<file path="config.mk">
export PLATFORM = sky130hd
export DESIGN_NAME = output_stream_if_flat
export DESIGN_NICKNAME = d
export VERILOG_FILES = /design/src/rtl/output_stream_if_if.sv /design/src/rtl/output_stream_if.sv /design/src/flat_wrapper.sv
export SDC_FILE = /design/constraint.sdc
export NUM_CORES = 1
export LEC_CHECK = 0
export ABC_AREA = 1
export BUFFER_PORTS_ARGS = -buffer_cell sky130_fd_sc_hd__buf_2
export CORE_ASPECT_RATIO = 0.6
export CORE_MARGIN = 1.5
export CORE_UTILIZATION = 50
export CTS_CLUSTER_DIAMETER = 30
export DETAILED_ROUTE_END_ITERATION = 6
export PLACE_DENSITY = 0.75
export SLEW_MARGIN = 0
export SYNTH_ARGS = -nofsm -noshare
export SYNTH_HDL_FRONTEND = slang
export SYNTH_SLANG_ARGS = --single-unit
</file>
<file path="constraint.sdc">
create_clock -name clk -period 5.4 [get_ports clk]
set_input_delay 0.81 -clock clk [delete_from_list [all_inputs] [get_ports clk]]
set_output_delay 0.81 -clock clk [all_outputs]
set_load 0.05 [all_outputs]
</file>
<file path="src/rtl/output_stream_if_if.sv">
// Bundle of the upstream (output buffer) side and the downstream AXI-Stream
// side of output_stream_if.
//   data_in  : {valid, data[31:0]} from the output buffer, data = {im, re}
//   last_in  : frame-end flag aligned with data_in.valid
//   is_ready : pop request back to the output buffer
//   m_tdata / m_tvalid / m_tlast / m_tready : AXI-Stream style master channel
// Modport master is the view of the block that owns the stream (the DUT);
// slave is the view of whatever surrounds it.
interface output_stream_if_if;
  typedef struct packed {
    logic        valid;
    logic [31:0] data;
  } data_bus_t;

  data_bus_t   data_in;
  logic        last_in;
  logic        is_ready;
  logic [31:0] m_tdata;
  logic        m_tvalid;
  logic        m_tlast;
  logic        m_tready;

  modport master (
    input  data_in, last_in, m_tready,
    output is_ready, m_tdata, m_tvalid, m_tlast
  );

  modport slave (
    output data_in, last_in, m_tready,
    input  is_ready, m_tdata, m_tvalid, m_tlast
  );
endinterface

</file>
<file path="src/rtl/output_stream_if.sv">
// Downstream neighbour of the FFT output buffer. Pops the buffer with a
// credit-based is_ready (fixed LATENCY read pipe), absorbs in-flight beats in a
// show-ahead FIFO and presents them as an AXI-Stream style master. Also checks
// that last_in lands every 2^point beats and counts delivered frames.
// Ports:
//   clk, rst_n   : clock, asynchronous active-low reset
//   bus          : upstream data_in/last_in/is_ready and m_t* stream channel
//   point        : log2 FFT size, 1..9 enables the frame check
//   frame_count  : tlast handshakes seen, wraps
//   overflow_err : sticky, a beat arrived while the FIFO was full
//   frame_err    : sticky, last_in position disagreed with 2^point
//   err_clr      : synchronous clear of both sticky flags
module output_stream_if #(
  parameter int DEPTH   = 8,
  parameter int LATENCY = 2,
  parameter int CNT_W   = 16
) (
  input  logic                 clk,
  input  logic                 rst_n,
  output_stream_if_if.master   bus,
  input  logic [3:0]           point,
  output logic [CNT_W-1:0]     frame_count,
  output logic                 overflow_err,
  output logic                 frame_err,
  input  logic                 err_clr
);
  localparam int PTR_W  = (DEPTH > 1) ? $clog2(DEPTH) : 1;
  localparam int CNT_B  = $clog2(DEPTH + 1);
  localparam int PEND_W = $clog2(LATENCY + 1);
  localparam int SUM_W  = $clog2(DEPTH + LATENCY + 1);

  // Each entry is {data, last}.
  logic [32:0]        mem [DEPTH];
  logic [PTR_W-1:0]   wr_ptr_reg, rd_ptr_reg;
  logic [CNT_B-1:0]   count_reg, count_next;
  logic [LATENCY-1:0] hist_reg;
  logic               run_reg;
  logic [9:0]         beat_cnt_reg, beat_cnt_next;
  logic [CNT_W-1:0]   frame_count_reg;
  logic               overflow_err_reg, frame_err_reg;

  logic               pop, push, drop, frame_bad;
  logic [PEND_W-1:0]  pending;
  logic [SUM_W-1:0]   credit_sum;
  logic [32:0]        head;
  logic               point_ok;
  logic [9:0]         last_idx;

  function automatic logic [PTR_W-1:0] ptr_inc(input logic [PTR_W-1:0] p);
    return (p == PTR_W'(DEPTH - 1)) ? '0 : p + PTR_W'(1);
  endfunction

  // Beats already requested but not yet arrived.
  always_comb begin
    pending = '0;
    for (int i = 0; i < LATENCY; i++) begin
      pending = pending + PEND_W'(hist_reg[i]);
    end
  end

  // Registers only: stored beats plus outstanding requests must stay below
  // DEPTH. run_reg keeps is_ready low while in reset and until the first
  // clock edge after release.
  always_comb begin
    credit_sum   = SUM_W'(count_reg) + SUM_W'(pending);
    bus.is_ready = run_reg & (credit_sum < SUM_W'(DEPTH));
  end

  // Show-ahead head of the FIFO; data is zeroed while empty so nothing stale
  // shows after a reset.
  always_comb begin
    head         = mem[rd_ptr_reg];
    bus.m_tvalid = (count_reg != '0);
    bus.m_tdata  = bus.m_tvalid ? head[32:1] : 32'd0;
    bus.m_tlast  = bus.m_tvalid & head[0];
  end

  always_comb begin
    pop  = bus.m_tvalid & bus.m_tready;
    push = bus.data_in.valid & ((count_reg < CNT_B'(DEPTH)) | pop);
    drop = bus.data_in.valid & ~push;
    count_next = count_reg;
    case ({push, pop})
      2'b10:   count_next = count_reg + CNT_B'(1);
      2'b01:   count_next = count_reg - CNT_B'(1);
      default: count_next = count_reg;
    endcase
  end

  // Frame check counts every arriving beat, dropped ones included, so the
  // frame position stays aligned with the upstream even after an overflow.
  always_comb begin
    point_ok      = (point >= 4'd1) && (point <= 4'd9);
    last_idx      = (10'd1 << point) - 10'd1;
    beat_cnt_next = beat_cnt_reg;
    frame_bad     = 1'b0;
    if (!point_ok) begin
      beat_cnt_next = '0;
    end else if (bus.data_in.valid) begin
      if (beat_cnt_reg == last_idx) begin
        beat_cnt_next = '0;
        frame_bad     = ~bus.last_in;
      end else if (bus.last_in) begin
        beat_cnt_next = '0;
        frame_bad     = 1'b1;
      end else begin
        beat_cnt_next = beat_cnt_reg + 10'd1;
      end
    end
  end

  // Storage has no reset; count gating on the outputs hides old contents.
  always_ff @(posedge clk) begin
    if (push) begin
      mem[wr_ptr_reg] <= {bus.data_in.data, bus.last_in};
    end
  end

  always_ff @(posedge clk or negedge rst_n) begin
    if (!rst_n) begin
      wr_ptr_reg       <= '0;
      rd_ptr_reg       <= '0;
      count_reg        <= '0;
      hist_reg         <= '0;
      run_reg          <= 1'b0;
      beat_cnt_reg     <= '0;
      frame_count_reg  <= '0;
      overflow_err_reg <= 1'b0;
      frame_err_reg    <= 1'b0;
    end else begin
      run_reg   <= 1'b1;
      count_reg <= count_next;
      if (push) wr_ptr_reg <= ptr_inc(wr_ptr_reg);
      if (pop)  rd_ptr_reg <= ptr_inc(rd_ptr_reg);
      for (int i = LATENCY - 1; i > 0; i--) begin
        hist_reg[i] <= hist_reg[i-1];
      end
      hist_reg[0]  <= bus.is_ready;
      beat_cnt_reg <= beat_cnt_next;
      if (pop && bus.m_tlast) frame_count_reg <= frame_count_reg + CNT_W'(1);
      // A new error in the clearing cycle still sets the flag.
      overflow_err_reg <= (overflow_err_reg & ~err_clr) | drop;
      frame_err_reg    <= (frame_err_reg & ~err_clr) | frame_bad;
    end
  end

  assign frame_count  = frame_count_reg;
  assign overflow_err = overflow_err_reg;
  assign frame_err    = frame_err_reg;
endmodule
</file>
<file path="src/flat_wrapper.sv">
// flat-port wrapper written by rule: the top's interface ports become plain ports
module output_stream_if_flat 
#(
  parameter int DEPTH   = 8,
  parameter int LATENCY = 2,
  parameter int CNT_W   = 16
)
  (clk, rst_n, point, frame_count, overflow_err, frame_err, err_clr, bus_data_in, bus_last_in, bus_m_tready, bus_is_ready, bus_m_tdata, bus_m_tvalid, bus_m_tlast);
  output_stream_if_if bus_i ();
  input  logic clk;
  input  logic rst_n;
  input  logic [3:0] point;
  output logic [CNT_W-1:0] frame_count;
  output logic overflow_err;
  output logic frame_err;
  input  logic err_clr;
  input wire logic [$bits(bus_i.data_in)-1:0] bus_data_in;
  input wire logic [$bits(bus_i.last_in)-1:0] bus_last_in;
  input wire logic [$bits(bus_i.m_tready)-1:0] bus_m_tready;
  output wire logic [$bits(bus_i.is_ready)-1:0] bus_is_ready;
  output wire logic [$bits(bus_i.m_tdata)-1:0] bus_m_tdata;
  output wire logic [$bits(bus_i.m_tvalid)-1:0] bus_m_tvalid;
  output wire logic [$bits(bus_i.m_tlast)-1:0] bus_m_tlast;
  assign bus_i.data_in = bus_data_in;
  assign bus_i.last_in = bus_last_in;
  assign bus_i.m_tready = bus_m_tready;
  assign bus_is_ready = bus_i.is_ready;
  assign bus_m_tdata = bus_i.m_tdata;
  assign bus_m_tvalid = bus_i.m_tvalid;
  assign bus_m_tlast = bus_i.m_tlast;
  output_stream_if #(.DEPTH(DEPTH), .LATENCY(LATENCY), .CNT_W(CNT_W)) u_core (.clk(clk), .rst_n(rst_n), .bus(bus_i), .point(point), .frame_count(frame_count), .overflow_err(overflow_err), .frame_err(frame_err), .err_clr(err_clr));
endmodule
</file>
==> qor.csv <==
stage,metric,value,unit
run_status,status,finished clean,
floorplan,Cell Rows,45,
cells_and_area,layout filler cell count,1999,
clock_network,clock slew at reported path FFs,0.05,ns
global_route,number of global-route vias before repair,8173,
placed_design,input/output buffers,94,
synthesis,number of enable-type register cells in the synthesized netlist,264,
synthesis,Commonest cells post-synth,"264 x sky130_fd_sc_hd__edfxtp_1, 230 x sky130_fd_sc_hd__nor2_1, 181 x sky130_fd_sc_hd__o21ai_0",
synthesis,most numerous cell in the Yosys netlist,sky130_fd_sc_hd__edfxtp_1,
synthesis,share of flip-flops with an asynchronous set or reset after synthesis,13.4,%
clock_network,number of buffers added to fix hold violations after cts,0,
global_route,antenna violations before repair,4,
worst_setup_path,CP endpoint kind,output pin,
route,detailed-route wire length,28100,µm
sta,count of final max-slew check failures,0,
synthesis,number of nets produced by synthesis,1159,
pwr,pwr/cell area,608,nW/µm²
synthesis,compound-cell area share of the yosys netlist,10.9,%
sta,Clock Skew,0.0289,ns
clock_network,total clock sinks,305,
sta,worst rel slew slack,24.0,%
floorplan,core area,25200,µm²
cells_and_area,"flip-flop count of the largest register, all copies and words added",264,
synthesis,Seq cells post-synth,305,
sta,maximum clock frequency,240,MHz
placed_design,total placed cells including tap cells,1485,
synthesis,Synth area leader,sky130_fd_sc_hd__edfxtp_1,
route,number of design rule violations left after detail routing,0,
route,DRT Pass-1 Iters,5,
synthesis,prevailing post-synth register cell,sky130_fd_sc_hd__edfxtp_1,
sta,total of endpoints with negative setup slack in the final report,0,
sta,transition at the pin with the smallest max-transition slack,1.14,ns
global_route,first-pass GRT wire length,44500,µm
global_route,total routing resource utilization after global routing,21.7,%
cells_and_area,register cell area after layout,8960,µm²
placed_design,worst slack at placement,1.76,ns
clock_network,total CTS buffers,41,
clock_network,H-tree Lvls,2,
pwr,net switching power figure,3.74,mW
worst_setup_path,required time at the worst-slack endpoint,4.59,ns
min_path,worst hold path type,flip-flop to flip-flop,
floorplan,top-level port count,95,
synthesis,combined area of all synthesized cells,12700,µm²
sta,Tcrit/Tclk final,77.3,%
route,DR iter-0 viols,937,
pwr,Static Leakage,5.52,nW
cells_and_area,area growth from synthesis to final layout,17.6,%
worst_setup_path,peak fanout along the critical path,81,
sta,Setup Total Neg Slack,0,ns
synthesis,yosys warns,0,
worst_setup_path,nature of the critical path startpoint,flip-flop,
cells_and_area,combined area of the multi-input logic cells,3460,µm²
synthesis,fraction of synthesized cell area in xor and xnor cells,1.79,%
route,wire per inst,18.0,µm
synthesis,portion of synthesized cell area occupied by the leading cell type,62.2,%
synthesis,portion of the post-synthesis area used by sequential elements,70.3,%
global_route,global route total overflow,0,
sta,final hold slack,0.382,ns
pwr,part of the total power dissipated in combinational logic,36.5,%
placed_design,GP Congestion,0.885,
cells_and_area,number of cells in the finished layout apart from fillers,1564,
global_route,maximum number of pins on one net before global-route repair,98,
pwr,"sum of internal, switching and leakage power",9.11,mW
cells_and_area,"Net count, final",1253,
clock_network,root buffer selected by CTS,sky130_fd_sc_hd__clkbuf_16,
clock_network,worst skew pair latency,0.54,ns
worst_setup_path,arrival time worst endpoint,3.36,ns
route,via count of the routed design,8623,
clock_network,number of cells upsized or downsized after cts,0,
worst_setup_path,path type of the worst setup path,flip-flop to output pin,
cells_and_area,fraction of final layout cells sized beyond drive strength 1,16.4,%
sta,final hold violations,0,
sta,clock period minus worst slack,4.17,ns
floorplan,die outline area,26500,µm²
pwr,fraction of power consumed by the clock network,30.1,%
synthesis,largest family of logic cells by synthesized area,simple AND/OR/NAND/NOR gates,
synthesis,top cells by area in the synthesized netlist,"sky130_fd_sc_hd__edfxtp_1 62%, sky130_fd_sc_hd__dfrtp_1 8.1%, sky130_fd_sc_hd__o21ai_0 7.1%",
clock_network,clock tree from TritonCTS,built,
synthesis,distinct cell type count after synthesis,32,
pwr,cell-internal power,5.36,mW
pwr,Worst IR Drop VDD,0.387,mV
synthesis,Post-Syn Instances,1105,
route,post-detailed-route via-to-cell ratio,5.51,
synthesis,Adder-Cell Fraction of Synth Area,1.24,%
pwr,part of the power in registers,33.4,%
floorplan,y dimension of the die,127,µm
floorplan,starting density of the core,50.6,%
placed_design,detailed placer's ending HPWL,15800,µm
clock_network,post-CTS setup repair buffer count,0,
synthesis,area share of and/or/nand/nor cells after synthesis,12.8,%
synthesis,mean instance size in the synthesized netlist,11.5,µm²
sta,setup repair after global routing missed its margin,false,
sta,Worst Slack Setup Final,1.23,ns
route,Final ANT Viol Nets,0,
clock_network,Max clock buf depth,3,
run,count of maximum capacitance violations,0,
floorplan,Die W,209,µm
synthesis,mux share of post-synthesis cell area,0,%
pwr,Switching Fraction,41.1,%
[through the flow]
stage               cell area (µm²)  util, %
finish                        15000     59.5
global route                  15000     59.5
CTS                           15000     59.5
detailed placement            13600     53.9
global placement              13600     53.9
floorplan                     12700        -
[logic make-up after synthesis]
kind of cell | after synthesis
other cells | 1
buf+inv | 97
flops | 305
fa+ha+maj | 12
compound gates | 259
xor+xnor | 26
simple gates | 405
[routing by layer]
metal / vias to the layer above / part of all wire, % / global-route usage, %
met1: 4126 / 47 / 32.6
met4: 2 / 1.6 / 5.67
li1: 4134 / - / -
met3: 41 / 7.7 / 4.61
met5: - / 0.046 / 0
met2: 320 / 43 / 32.3
[layout make-up]
type / count / share of cell area [%]
clock inverter: 29 / 2.20
timing repair buffer: 108 / 3.84
multi-input combinational: 703 / 23.1
sequential: 305 / 59.8
antenna: 3 / 0.0501
inverter: 40 / 1.01
clock buffer: 47 / 7.28
tap: 329 / 2.75
[final timing paths]
path                                       from                     to  slack, ns  depth (start not counted)
setup reg to reg            u_core.count_reg[0]      u_core.mem[2][32]       2.34                         10
hold reg to reg              u_core.hist_reg[0]     u_core.hist_reg[1]       0.38                          0
min in group asynchronous                 rst_n  u_core.frame_count[7]       0.44                          1
setup / recovery           u_core.rd_ptr_reg[0]        bus_m_tdata[17]       1.23                          7
max in group asynchronous                 rst_n   u_core.rd_ptr_reg[0]       4.21                          1
hold / removal               u_core.hist_reg[0]     u_core.hist_reg[1]       0.38                          0
[power by group through the flow]
stage          Sequential [mW]  Clock, mW  Combinational [mW]
3_3_place_gp              3.08          0                3.28
3_5_place_dp              3.09          0                3.32
4_1_cts                   3.04       2.80                3.33
6_report                  3.04       2.74                3.32
2_1_floorplan             3.12          0                2.40
5_1_grt                   3.07       2.90                3.61
[critical path: stages (launching register included)]
cell	delay, ns
sky130_fd_sc_hd__dfrtp_4	0.64
sky130_fd_sc_hd__clkinv_2	0.87
sky130_fd_sc_hd__buf_4	0.54
sky130_fd_sc_hd__o21ai_0	0.19
sky130_fd_sc_hd__o22ai_1	0.09
sky130_fd_sc_hd__o21ai_0	0.15
sky130_fd_sc_hd__a31oi_1	0.07
sky130_fd_sc_hd__buf_2	0.24
[cells in the final DEF (no fill, tap or decap), types with 5 or more instances in the layout]
cell / instances
sky130_fd_sc_hd__a21oi_1: 6
sky130_fd_sc_hd__a31oi_1: 32
sky130_fd_sc_hd__buf_2: 94
sky130_fd_sc_hd__buf_4: 14
sky130_fd_sc_hd__clkbuf_16: 43
sky130_fd_sc_hd__dfrtp_1: 39
sky130_fd_sc_hd__edfxtp_1: 264
sky130_fd_sc_hd__ha_1: 11
sky130_fd_sc_hd__inv_1: 35
sky130_fd_sc_hd__inv_6: 9
sky130_fd_sc_hd__inv_8: 5
sky130_fd_sc_hd__nand2_1: 124
sky130_fd_sc_hd__nand3_1: 23
sky130_fd_sc_hd__nand4_1: 10
sky130_fd_sc_hd__nor2_1: 222
sky130_fd_sc_hd__nor2_4: 9
sky130_fd_sc_hd__nor3_1: 5
sky130_fd_sc_hd__o21ai_0: 181
sky130_fd_sc_hd__o21ai_1: 5
sky130_fd_sc_hd__o22ai_1: 33
sky130_fd_sc_hd__xnor2_1: 10
sky130_fd_sc_hd__xor2_1: 16
No activity file was read; power rests on OpenSTA's default activity.
